$ cat config.mk
export PLATFORM = sky130hd
export DESIGN_NAME = video_timing_gen
export DESIGN_NICKNAME = d
export VERILOG_FILES = /design/src/rtl/video_timing_gen.sv
export SDC_FILE = /design/constraint.sdc
export NUM_CORES = 1
export LEC_CHECK = 0
export ABC_AREA = 1
export BUFFER_PORTS_ARGS = -buffer_cell sky130_fd_sc_hd__buf_2
export CAP_MARGIN = 20
export CORE_ASPECT_RATIO = 1.1
export CORE_MARGIN = 1.5
export CORE_UTILIZATION = 34
export CTS_BUF_LIST = sky130_fd_sc_hd__clkbuf_2 sky130_fd_sc_hd__clkbuf_4 sky130_fd_sc_hd__clkbuf_8
export CTS_CLUSTER_SIZE = 24
export DETAILED_ROUTE_END_ITERATION = 12
export GPL_TIMING_DRIVEN = 0
export HOLD_SLACK_MARGIN = 0.12
export MAX_ROUTING_LAYER = met4
export PLACE_DENSITY_LB_ADDON = 0.3
export SLEW_MARGIN = 40
export SYNTH_ARGS = -nofsm -noshare
export SYNTH_HDL_FRONTEND = slang
export SYNTH_SLANG_ARGS = --single-unit
$ cat constraint.sdc
create_clock -name pixel_clk -period 2.95 [get_ports pixel_clk]
set_clock_uncertainty 0.1 [all_clocks]
set_input_delay 0.295 -clock pixel_clk [delete_from_list [all_inputs] [get_ports pixel_clk]]
set_output_delay 0.295 -clock pixel_clk [all_outputs]
set_load 0.02 [all_outputs]
$ cat src/rtl/video_timing_gen.sv
// video_timing_gen
// Video timing master for the HDMI/RGB output path. Free-running horizontal and
// vertical counters drive HS/VS/DE. Pixel coordinates are requested one clock
// ahead of DE so that a source with one registered stage returns each pixel in
// the same cycle that DE marks it active. The returned pixel is merged onto
// video_rgb inside the DE window and forced to zero outside it.

`timescale 1ns / 1ps

module video_timing_gen #(
  parameter logic [10:0] H_SYNC   = 11'd40,
  parameter logic [10:0] H_BACK   = 11'd220,
  parameter logic [10:0] H_DISP   = 11'd1280,
  parameter logic [10:0] H_FRONT  = 11'd110,
  parameter logic [10:0] V_SYNC   = 11'd5,
  parameter logic [10:0] V_BACK   = 11'd20,
  parameter logic [10:0] V_DISP   = 11'd720,
  parameter logic [10:0] V_FRONT  = 11'd5,
  parameter logic        SYNC_POL = 1'b1
) (
  input  logic        pixel_clk,
  input  logic        sys_rst_n,
  input  logic [23:0] pixel_data,
  output logic [10:0] pixel_xpos,
  output logic [10:0] pixel_ypos,
  output logic        data_req,
  output logic        video_hs,
  output logic        video_vs,
  output logic        video_de,
  output logic [23:0] video_rgb,
  output logic        frame_start
);

  // Line and frame geometry, all widened to the 12-bit counter width.
  localparam logic [11:0] H_TOTAL     = 12'(H_SYNC) + 12'(H_BACK) + 12'(H_DISP) + 12'(H_FRONT);
  localparam logic [11:0] V_TOTAL     = 12'(V_SYNC) + 12'(V_BACK) + 12'(V_DISP) + 12'(V_FRONT);
  localparam logic [11:0] H_SYNC_END  = 12'(H_SYNC);
  localparam logic [11:0] V_SYNC_END  = 12'(V_SYNC);
  localparam logic [11:0] H_ACT_START = 12'(H_SYNC) + 12'(H_BACK);
  localparam logic [11:0] H_ACT_END   = H_ACT_START + 12'(H_DISP);
  localparam logic [11:0] V_ACT_START = 12'(V_SYNC) + 12'(V_BACK);
  localparam logic [11:0] V_ACT_END   = V_ACT_START + 12'(V_DISP);
  // The request window is the active window shifted one column earlier.
  localparam logic [11:0] H_REQ_START = H_ACT_START - 12'd1;
  localparam logic [11:0] H_REQ_END   = H_ACT_END - 12'd1;

  logic [11:0] cnt_h;
  logic [11:0] cnt_v;
  logic        h_last;
  logic        v_last;
  logic        h_active;
  logic        h_request;
  logic        v_active;
  logic        frame_wrap_q;

  // Decode counter positions into line/frame regions.
  always_comb begin
    // NOTE: every signal gets a value on every path through always_comb, so no latch is inferred.
    h_last    = 1'b0;
    v_last    = 1'b0;
    h_active  = 1'b0;
    h_request = 1'b0;
    v_active  = 1'b0;
    h_last    = (cnt_h == H_TOTAL - 12'd1);
    v_last    = (cnt_v == V_TOTAL - 12'd1);
    h_active  = (cnt_h >= H_ACT_START) && (cnt_h < H_ACT_END);
    h_request = (cnt_h >= H_REQ_START) && (cnt_h < H_REQ_END);
    v_active  = (cnt_v >= V_ACT_START) && (cnt_v < V_ACT_END);
  end

  // Horizontal counter wraps every line; vertical counter steps at end of line.
  always_ff @(posedge pixel_clk or negedge sys_rst_n) begin
    // NOTE: state uses non-blocking assignments so every register samples pre-edge values.
    if (!sys_rst_n) begin
      cnt_h <= '0;
      cnt_v <= '0;
    end else if (h_last) begin
      cnt_h <= '0;
      if (v_last) begin
        cnt_v <= '0;
      end else begin
        cnt_v <= cnt_v + 12'd1;
      end
    end else begin
      cnt_h <= cnt_h + 12'd1;
    end
  end

  // Frame pulse: frame_wrap_q marks the (0,0) cycle reached by a wrap, and
  // frame_start follows it one clock later. Leaving reset at (0,0) does not
  // set frame_wrap_q, so the first pulse only appears after frame 1 ends.
  always_ff @(posedge pixel_clk or negedge sys_rst_n) begin
    if (!sys_rst_n) begin
      frame_wrap_q <= 1'b0;
      frame_start  <= 1'b0;
    end else begin
      frame_wrap_q <= h_last & v_last;
      frame_start  <= frame_wrap_q;
    end
  end

  // Sync, enable and request outputs follow the counters combinationally.
  always_comb begin
    video_hs   = (cnt_h < H_SYNC_END) ? SYNC_POL : ~SYNC_POL;
    video_vs   = (cnt_v < V_SYNC_END) ? SYNC_POL : ~SYNC_POL;
    video_de   = h_active & v_active;
    data_req   = h_request & v_active;
    pixel_xpos = data_req ? 11'(cnt_h - H_REQ_START) : 11'd0;
    pixel_ypos = data_req ? 11'(cnt_v - V_ACT_START) : 11'd0;
    // The source's registered pixel answers last cycle's request, which lines
    // up with this cycle's DE.
    video_rgb  = video_de ? pixel_data : 24'd0;
  end

endmodule
* Word-level counts from Yosys, hierarchy flattened
Cells that the tools add are included.
** Cells by class
- Bitwise logic cells :: 3
- Multiplexer cells :: 7
- $mul :: 0
- Reductions and logical operators :: 3
- Add/subtract/negate cells :: 4
- Div/mod/pow operators :: 0
- Eq/ne operators :: 2
- $lt $le $gt $ge :: 8
- Shifts and indexed selects :: 0
** Operator list (number)
- 12-bit by 1-bit adder with 12-bit output (second input constant) :: 2
- 12-bit by 9-bit >= comparator with 1-bit output (second input constant) :: 2
- 12-bit by 11-bit < comparator with 1-bit output (second input constant) :: 2
- 12-bit two-way mux :: 2
- 24-bit two-way mux :: 1
- 11-bit two-way mux :: 2
- 12-bit by 10-bit == test with 1-bit output (second input constant) :: 1
- 12-bit by 11-bit == test with 1-bit output (second input constant) :: 1
- 12-bit by 5-bit >= comparator with 1-bit output (second input constant) :: 1
- 12-bit by 10-bit < comparator with 1-bit output (second input constant) :: 1
- 12-bit by 3-bit < comparator with 1-bit output (second input constant) :: 1
- 12-bit by 6-bit < comparator with 1-bit output (second input constant) :: 1
- 11-bit by 5-bit subtractor with 11-bit output (second input constant) :: 1
- 11-bit by 9-bit subtractor with 11-bit output (second input constant) :: 1
- 1-bit bitwise AND :: 3
- 1-bit logical AND :: 3
- 1-bit two-way mux :: 2
** Storage, ports and cells
- Bits in read-only memories :: 0
- Memory bits (writable) :: 0
- Latch bits :: 0
- Memories kept :: 0
- Bits of input ports :: 26
- Word-level logic and storage cells :: 31
- Register bits :: 26

* Logic depth before layout (Yosys ltp)
- Depth in word-level cells :: 4
- Gate-level depth with buffers :: 11
- Gate-level depth less buffers :: 10

* Worst setup path after synthesis
No wires, ideal clock.
- Kind :: flip-flop to output port
- From :: register cnt_v[0]
- To :: output port pixel_xpos[1]
- Buffers on the path :: 1
- Stages on the path, launching flop included :: 11
- Setup slack :: 920 ps
- Arrival time :: 1635 ps
- Cell sequence :: dfrtp_1 > inv_1 > ha_1 > nand2_2 > a21oi_2 > nand2_1 > inv_1 > nor2_2 > nand2_2 > buf_6 > nor2_1
** On the way
- Cells in the longest elaborated chain, start to end :: 4
- Elaborated cells on any way between the ends :: 5
- Classes of those cells :: 2 x order compare; 1 x mux; 1 x bitwise; 1 x reduce/logical
** Ends and longest elaborated chain
- start, declared :: line 48 : logic [11:0] cnt_v;
- start signal, assigned :: line 82 : cnt_v <= cnt_v + 12'd1;
- 12-bit by 5-bit >= comparator with 1-bit output / 12-bit by 10-bit < comparator with 1-bit output (equally long branches) :: line 68 : v_active = (cnt_v >= V_ACT_START) && (cnt_v < V_ACT_END);
- 1-bit logical AND (*) :: line 68
- 1-bit bitwise AND (*) :: line 107 : data_req = h_request & v_active;
- 11-bit two-way mux (*) :: line 108 : pixel_xpos = data_req ? 11'(cnt_h - H_REQ_START) : 11'd0;
- end, declared :: line 24 : output logic [10:0] pixel_xpos,
Mark *: on every way between the ends. The rest lies on a longest branch, timed or not.

* Worst setup path in the final report
- From :: register cnt_v[0]
- To :: output port pixel_ypos[0]
** On the way
- Cells in the longest elaborated chain, start to end :: 4
- Elaborated cells on any way between the ends :: 6
- Classes of those cells :: 1 x add/sub; 2 x order compare; 1 x mux; 1 x bitwise; 1 x reduce/logical
** Ends and longest elaborated chain
- 12-bit by 5-bit >= comparator with 1-bit output / 12-bit by 10-bit < comparator with 1-bit output (equally long branches) :: line 68
- 1-bit logical AND :: line 68
- 1-bit bitwise AND :: line 107
- 11-bit two-way mux (*) :: line 109 : pixel_ypos = data_req ? 11'(cnt_v - V_ACT_START) : 11'd0;
- end, declared :: line 25 : output logic [10:0] pixel_ypos,
Marked as above.

==> impl_metrics.ini <==
[status]
status = completed

[placement]
placedCellCount = 527
place.gp.congestion = 0.919
hpwlAfterDp_mm = 5.06
portBuffers = 76

[logic_synthesis]
yosysUniqueCellTypes = 27
ys_warn_count = 0
synthTopCellsByArea = dfrtp_1, nand2_1, inv_1
syn_nets = 398
avgSynthCellArea_um2 = 6.77
ys_ff_latch = 26
synth_area_leader_cell = dfrtp_1
netlist.area_leader.share_pct = 26.2
ys_seq_area_share_pct = 26.2
syn_inst = 366
synth_area_um2 = 2480

[critical_path]
rr_endpoint = cnt_v[3]$_DFFE_PN0P_
cp_max_fo = 10
r2r_start = cnt_v[1]$_DFFE_PN0P_
arrival_ns = 2.23
r2r_cells = 7
required_ns = 2.56
worstSetupStartpointType = flip-flop
crit_path_max_incr_delay_ns = 0.48
end_kind = output port
path_cells = inv_1 > ha_1 > nand2_2 > a21oi_2 > nand2_1 > inv_1 > nor2_2 > nand2_2 > buf_6 > nor2_1 > buf_2
worst-path-buf-inv = 4
cp_slowest_cell = dfrtp_1
cpLargestDelayFamily = buffers and inverters
crit_type = reg -> out
reg2reg_slack_ns = 1.20

[floorplan]
num_io_pins = 77
start_util_pct = 35.2
die-area_um2 = 7810
die_x_um = 84.4
core-area_um2 = 7050
die_y_um = 92.6
num_rows = 32

[clocking]
root_buffer = clkbuf_8
htree_levels = 1
cts.reportedPaths.clkPinSlew_ns = 0.10
cts_tree = yes
clk_latency_ns = 0.27
clkSinkCount = 26
cts_max_path_buffers = 2
cts_buffers = 3
post_cts_buffers = 0

[global_routing]
grt_pass1_vias = 2381
grt_use_total_pct = 17.0
grt_antenna_before_repair = 0
grt_max_degree = 27
grt_overflow = 0
grt_pass1_wl_mm = 10.9

[min_path]
holdPathStages = 0
hold_path_class = reg -> reg
hp-start = frame_wrap_q$_DFF_PN0_
hold_end = frame_start$_DFF_PN0_

[timing]
rsz0062_at_grt = no
relSlewSlack_pct = 57.6
hold_viol = 0
tns_ns = 0
final.period_utilization_pct = 88.9
worst_pin_slew_ns = 0.636
finalMaxSlewViolations = 0
timing.hold.ws_ns = 0.267
max_freq_ghz = 0.381
finalSetupViolCount = 0
fin_crit_ns = 2.62

[routing]
wl_per_cell_um = 12.0
detail_route.first_pass.iterations = 4
drc_errors = 0
viasPerCell = 4.86
ant_nets = 0
num_vias = 2588
drt-initial-drc-count = 177
wl_mm = 6.37

[power_and_ir_drop]
leakagePower_nw = 1.73
power_density_nw_per_um2 = 207
ir_drop_mv = 0.143

[layout]
antenna_cells = 0
num-fill-cells = 756
final_cell_count_no_fill = 532
drive_gt1_share_pct = 30.6
areaGrowthSynthToFinish_pct = 22.3
fin_nets = 480

[job]
maxCapViolCount = 0
==> synthesized netlist by cell type, drive strengths merged <==
cell type	n
a21oi	8
o31ai	1
nor3	36
nor4	1
o21ai	17
ha	6
inv	64
nor2	61
clkinv	1
nand2	73
nand4	9
xor2	19
nand3	32
buf	12
dfrtp	26
==> registers in the layout (all words and copies together) (netlist names) <==
register,flops
cnt_h,12
cnt_v,12
frame_wrap_q,1
frame_start,1
==> worst max-delay path by stage <==
stage,from,to,depth (start not counted)
floorplan,cnt_v[0]$_DFFE_PN0P_,pixel_xpos[1],10
global placement,cnt_v[0]$_DFFE_PN0P_,pixel_ypos[0],11
detailed placement,cnt_v[0]$_DFFE_PN0P_,pixel_ypos[0],11
CTS,cnt_v[0]$_DFFE_PN0P_,pixel_ypos[0],11
global route,cnt_v[0]$_DFFE_PN0P_,pixel_xpos[7],11
finish,cnt_v[0]$_DFFE_PN0P_,pixel_ypos[0],11
==> worst register-to-register path, cell delays in order, from the launching register on <==
cell,delay (ns)
dfrtp_1,0.43
inv_1,0.13
ha_1,0.19
inv_1,0.04
nor2_1,0.13
nand3_1,0.31
nand4_1,0.19
o21ai_0,0.11
==> final cells by class <==
class,count,area (µm²),share of cell area (%)
timing repair buffer,77,390,12.9
sequential,26,651,21.5
clock buffer,4,55.1,1.82
inverter,65,249,8.22
buffer,12,115,3.80
tap,85,106,3.51
multi-input combinational,263,1460,48.3
==> per-stage QoR <==
step                setup WS (ns)  area, µm²  util [%]  total power [mW]
global route                0.136       3030      43.0             0.652
detailed placement          0.634       2970      42.1             0.396
global placement            0.652       2970      42.1             0.395
CTS                         0.310       3030      43.0             0.636
floorplan                   0.920       2480         -             0.372
finish                      0.328       3030      43.0             0.628
==> where the power goes <==
part	total [mW]	switching (mW)	leakage, nW	internal [mW]
clock	0.239	0.120	0.0288	0.120
sequential	0.356	0	0.349	0.356
combinational	0.0328	0.0180	1.35	0.0149
==> cells in the final DEF, fill, tap and decap left out, types with 2 or more instances in the layout <==
cell type | netlist | final
buf_6 | 8 | 8
nand2_1 | 68 | 68
nand3_1 | 30 | 30
a21oi_1 | 4 | 4
buf_4 | 2 | 2
nor2_2 | 6 | 6
inv_2 | 4 | 4
inv_1 | 60 | 60
dfrtp_1 | 26 | 26
clkbuf_8 | 0 | 4
a21oi_2 | 4 | 4
o21ai_0 | 15 | 15
nand3_2 | 2 | 2
buf_2 | 2 | 78
nor3_2 | 20 | 20
nand4_1 | 9 | 9
nor3_1 | 16 | 16
nor2_1 | 53 | 53
nand2_2 | 4 | 4
ha_1 | 6 | 6
nor2_4 | 2 | 2
xor2_1 | 19 | 19
==> cells by family after synthesis <==
| logic type | synth area share (%) |
|---|---|
| AOI/OAI and AO/OA | 6.41 |
| xor gates and xnor gates | 6.71 |
| adders and majority gates | 3.03 |
| buffers and inverters | 14.7 |
| DFF | 26.2 |
| and+or+nand+nor | 42.9 |
==> routing by layer <==
metal  part of all wire [%]  track usage (%)  routed length (µm)
met1                     45             21.0                2860
met4                    1.3             4.30                  80
met5                      0                -                   0
met3                    5.2             2.05                 333
met2                     49             29.5                3090
==> what timing repair did <==
item | in CTS | in global routing
hold buffers | 1 | 0
endpoints found under the hold margin | 26 | 0
resized for setup | 0 | 0
Power figures use the tool's default switching activity.
